## src/rtl/event_encoder_8_3.sv

```systemverilog
// Registered 8-to-3 priority event encoder: sticky request flags drained
// lowest-index-first as binary codes over a valid/ready handshake.
module event_encoder_8_3 (
  input  logic       clk,
  input  logic       rst_n,
  input  logic       enable,
  input  logic [7:0] req,
  input  logic       ready,
  output logic [2:0] code,
  output logic       valid,
  output logic [7:0] pending,
  output logic       overflow
);

  typedef enum logic {
    IDLE    = 1'b0,
    PRESENT = 1'b1
  } state_e;

  state_e     state_q;
  logic [2:0] code_q;
  logic       valid_q;
  logic [7:0] pending_q;
  logic [7:0] pending_d;
  logic       overflow_q;
  logic       overflow_d;
  logic       accept;
  logic [7:0] set_v;
  logic [7:0] clr_v;
  logic [2:0] lsb_idx;

  assign accept = (state_q == PRESENT) && ready;
  assign set_v  = enable ? req : 8'h00;

  always_comb begin
    clr_v = 8'h00;
    if (accept) clr_v[code_q] = 1'b1;
  end

  // Set after clear, so a new event on the accepted line survives.
  assign pending_d  = (pending_q & ~clr_v) | set_v;
  assign overflow_d = |(set_v & pending_q & ~clr_v);

  always_comb begin
    lsb_idx = 3'd0;
    for (int i = 7; i >= 0; i--) begin
      if (pending_q[i]) lsb_idx = 3'(i);
    end
  end

  always_ff @(posedge clk or negedge rst_n) begin
    if (!rst_n) begin
      state_q    <= IDLE;
      code_q     <= 3'd0;
      valid_q    <= 1'b0;
      pending_q  <= 8'h00;
      overflow_q <= 1'b0;
    end else begin
      pending_q  <= pending_d;
      overflow_q <= overflow_d;
      unique case (state_q)
        IDLE: begin
          if (pending_q != 8'h00) begin
            code_q  <= lsb_idx;
            valid_q <= 1'b1;
            state_q <= PRESENT;
          end
        end
        PRESENT: begin
          if (ready) begin
            valid_q <= 1'b0;
            state_q <= IDLE;
          end
        end
        default: begin
          valid_q <= 1'b0;
          state_q <= IDLE;
        end
      endcase
    end
  end

  assign code     = code_q;
  assign valid    = valid_q;
  assign pending  = pending_q;
  assign overflow = overflow_q;

endmodule

```

## config.mk

```make
export PLATFORM = sky130hd
export DESIGN_NAME = event_encoder_8_3
export DESIGN_NICKNAME = d
export VERILOG_FILES = /design/src/rtl/event_encoder_8_3.sv
export SDC_FILE = /design/constraint.sdc
export NUM_CORES = 1
export LEC_CHECK = 0
export ABC_AREA = 1
export CAP_MARGIN = 20
export CORE_AREA = 2 2 47 49
export CTS_CLUSTER_DIAMETER = 200
export DETAILED_ROUTE_END_ITERATION = 6
export DIE_AREA = 0 0 49 51
export PLACE_DENSITY = 0.77
export SLEW_MARGIN = 15
export SYNTH_ARGS = -nofsm -noshare
export SYNTH_HDL_FRONTEND = slang
export SYNTH_SLANG_ARGS = --single-unit
```

## constraint.sdc

```tcl
create_clock -name clk -period 1.6 [get_ports clk]
set_input_delay 0.32 -clock clk [delete_from_list [all_inputs] [get_ports clk]]
set_output_delay 0.32 -clock clk [all_outputs]
set_load 0.05 [all_outputs]
```

# == Yosys cells after proc, flatten, opt, wreduce, memory -nomap -nowiden ==
# Cells that the tools add are included.
# classes
reduce_logical,6
mux,18
bitwise_logic,6
eq_ne,2
magnitude_cmp,2
# ops
operator,count
8-bit bitwise AND,3
3-bit 2-to-1 mux,8
8-bit 2-to-1 mux,2
8-bit NOT,1
8-bit OR,1
8-bit nonzero test,1
8-bit OR reduction,1
1-bit 2-to-1 mux,5
"3-bit by 4-bit less-than comparator with 1-bit output, second input constant",1
"2-bit inequality test, second input constant",2
1-bit case mux with 2 select lines,2
2-bit AND reduction,2
1-bit demux with 3-bit select,1
"3-bit by 1-bit greater-or-equal comparator with 1-bit output, second input constant",1
1-bit logical AND,2
1-bit NOT,1
# word_totals
elab_cells,39
register_bits,14
inputBits,12

# == Longest topological paths before layout ==
# depth
word_depth,8
depth_mapped,9
depth_no_buf,9

# == Worst setup path after synthesis ==
# No wires, ideal clock.
# synth_path
kind,register to register
startpoint,register code_q[0] (netlist: code[0])
endpoint,register overflow_q (netlist: overflow)
stages_incl_launch_ff,8
arrival_time_ps,1220
required_time_ps,1481
path_slack_ps,261
path_buffers,0
cell_sequence,dfrtp_1 nand3_2 clkinv_1 nand2_1 nand2_1 nand2_1 nor2_1 nand2_1
# synth_via
elab_chain_len,8
# synth_rtl
item,line,rtl
from (decl),21,logic [2:0] code_q;
from (signal assigned),64,code_q <= lsb_idx;
3-bit by 4-bit less-than comparator with 1-bit output (not written as such) / 3-bit by 1-bit greater-or-equal comparator with 1-bit output (equally long branches),37,if (accept) clr_v[code_q] = 1'b1;
1-bit logical AND (not written as such),37,
1-bit 2-to-1 mux (not written as such),37,
1-bit demux with 3-bit select (*),37,
8-bit 2-to-1 mux (*),37,
8-bit NOT (*),42,assign overflow_d = |(set_v & pending_q & ~clr_v);
8-bit bitwise AND (*),42,
8-bit OR reduction (*),42,
via overflow_d,26,logic overflow_d;
to (signal assigned),60,overflow_q <= overflow_d;
to (decl),25,logic overflow_q;
# The timed path passes the listed nets; every way through them passes the cells marked *.
# A chain may end at the register's enable or synchronous reset.

# == Final worst setup path ==
# layout_path
startpoint,register pending_q[1] (netlist: pending[1])
endpoint,register valid_q (netlist: valid)
# layout_via
elab_chain_len,3
# layout_rtl
item,line,rtl
from (decl),23,logic [7:0] pending_q;
from (signal assigned),59,pending_q <= pending_d;
8-bit nonzero test,63,if (pending_q != 8'h00) begin
2-bit inequality test (no line),n/a,
2-bit AND reduction (no line),n/a,
to (signal assigned),65,valid_q <= 1'b1;
to (signal assigned),71,valid_q <= 1'b0;
to (signal assigned),76,valid_q <= 1'b0;
to (decl),22,logic valid_q;
# No other way between the ends.

==> impl_metrics.ini <==
[clocking]
numCtsBuffers = 3
clkSlewWorstSetupHoldPaths_ns = 0.08
clock_latency_ns = 0.28
cts_hold_buffers = 0
postCtsSetupBuffers = 0
cts_sinks = 14
h-tree-depth = 1
cts_root_buf = clkbuf_4
cts_tree = yes
max-clock-path-buffers = 2
post_cts_resize_count = 0

[synthesis]
synth.cell_area_um2 = 764
ys_seq_elements = 14
synth_warnings = 0
yosys.area.top_type = dfrtp_1
postSynthCellCount = 114
yosysUniqueCellTypes = 13
synth_top_cell_area_share = 0.458
synth_sequential_area_ratio = 0.458
mappedNetlistNets = 126
syn-mean-instance-area_um2 = 6.71
ys_top_cells_by_area = dfrtp_1 (46%), nand2_1 (25%), inv_1 (6.9%), nor2_1 (6.9%), nand3_1 (3.9%)

[timing]
fin_ws_ns = 0.296
timing.final.max_slew_violations = 0
fin_worst_skew_ns = 0.000878
worst_slew_pin_slew_ns = 0.311
final.min_clock_period_ns = 1.30
layout_worst_path_cycle_share = 0.815
report.final.hold_viol_count = 0
max_freq_mhz = 767
timing.final.setup_violations = 0
slew_headroom = 0.792
grt_setup_unrepaired = false
fin_tns_setup_ns = 0

[worst_setup_path]
r2r_setup_slack_ns = 0.30
crit_path_frequent_cell = nand2_1
path_delay_family = simple AND/OR/NAND/NOR gates
cp-start-kind = register
crit_path_end_kind = register
required_ns = 1.77
critical_path_class = register to register
max_fo_critical_path = 5
critical_path_buf_inv_count = 1
timing.critical_path.slowest_cell_delay_ns = 0.45
crit_chain = nor2_1 > nand2_1 > nand2_1 > nand2_1 > o21ai_0 > inv_1
critical_path_arrival_ns = 1.48
crit_slowest_cell = dfrtp_1

[grt]
gr-usage-all-layers = 0.171
maximum_number_of_pins_on_one_net_before_global_route_repair = 15
global_route_wire_length_before_repair_um = 3150
antenna_found_initial = 0
overflow = 0
first_global_vias = 745

[floorplan]
dieArea_um2 = 2500
ioPinCount = 25
initial_utilization = 0.371
rows = 17
die_h_um = 51
coreArea_um2 = 2060
die-width_um = 49

[power_and_ir_drop]
ir_worst_vdd_mv = 1.17
leakagePower_nw = 0.609
powerDensity_nw_per_um2 = 1650

[drt]
total_number_of_vias = 785
route.detailed.drc = 0
drt-vias-per-instance = 4.64
route.final.wire_length_um = 1760
drt_iter0_drc = 26
dr_wl_cell_um = 10.4
drtAntennaViolNets = 0
detail_route.first_pass.iterations = 4

[job]
timing.max_cap.violations = 0

[finish]
share_of_cells_above_drive_strength_1 = 0.135
area_growth_from_synthesis_to_final_layout_pct = 53.0
num-nets-final = 155
final_cell_mix = nand2_1 (51), inv_1 (14), nor2_1 (14), dfrtp_1 (14)
most_common_cell_after_layout_fill_and_taps_aside = nand2_1
antenna-diode-count = 0

[worst_hold_path]
hp-class = input pin to async pin

[placed_design]
gp_congestion = 0.895
placement.io_buffers = 24
dp_hpwl_um = 1420
dpl_worst_slack_ns = 0.0251

[run_status]
outcome = complete, no violations
[kinds of logic after synthesis]
group	Yosys count	share of synthesized area
AND/OR/NAND/NOR	73	0.386
flip-flops	14	0.458
AO/OA/AOI/OAI	11	0.0753
buffers and inverters	16	0.0802
[power breakdown]
part           internal (mW)  switching, mW  total (mW)
Combinational          0.464          0.634        1.10
Sequential             0.462          0.167       0.629
Clock                 0.0874          0.111       0.198
[registers in the layout, indices dropped and copies added, names as in the netlist]
register,count
valid,1
state_q,1
overflow,1
code,3
pending,8
[metrics by stage]
step | cell area, um2 | utilization | power, mW | hold slack [ns] | instances
finish | 1170 | 0.567 | 1.93 | 0.337 | 169
floorplan | 764 | - | 1.22 | 0.0244 | 114
detailed placement | 1150 | 0.556 | 1.74 | 0.506 | 166
global route | 1170 | 0.567 | 2.06 | 0.350 | 169
CTS | 1170 | 0.567 | 1.93 | 0.352 | 169
global placement | 1150 | 0.556 | 1.72 | 0.496 | 166
[routing by layer]
layer / vias to the layer above / global-route usage / part of all wire
li1: 403 / - / -
met1: 353 / 0.199 / 0.41
met2: 22 / 0.281 / 0.50
met3: 7 / 0.0380 / 0.061
met4: 0 / 0.119 / 0.031
met5: - / 0 / 0
[worst reg2reg max path: cells and delay by family (launching register included)]
kind,cells,cell delay [ns]
and+or+nand+nor,4,0.53
DFF,1,0.45
AOI/OAI and AO/OA,1,0.16
buffers and inverters,1,0.06
[area by class of cell]
type	count	area, um2
Inverter	15	56.3
Sequential cell	14	350
Clock buffer	3	22.5
Fill cell	206	893
Multi-Input combinational cell	84	353
Timing Repair Buffer	25	353
Tap cell	28	35.0
[cells in the mapped netlist]
cell type	number
nor2_1	14
o21ai_1	3
dfrtp_1	14
inv_1	14
nand3_1	6
nand2_1	51
a21oi_1	1
o211ai_1	1
nor2_4	1
buf_2	1
o21ai_0	6
nand3_2	1
clkinv_1	1
[final timing paths]
path	end	from	depth (start not counted)
setup / recovery	valid	pending[1]	6
hold / removal	pending[4]	rst_n	2
setup reg to reg	valid	pending[1]	6
hold reg to reg	valid	valid	2
max in group asynchronous	code[0]	rst_n	2
min in group clk	valid	valid	2
No activity file was read; power rests on OpenSTA's default activity.
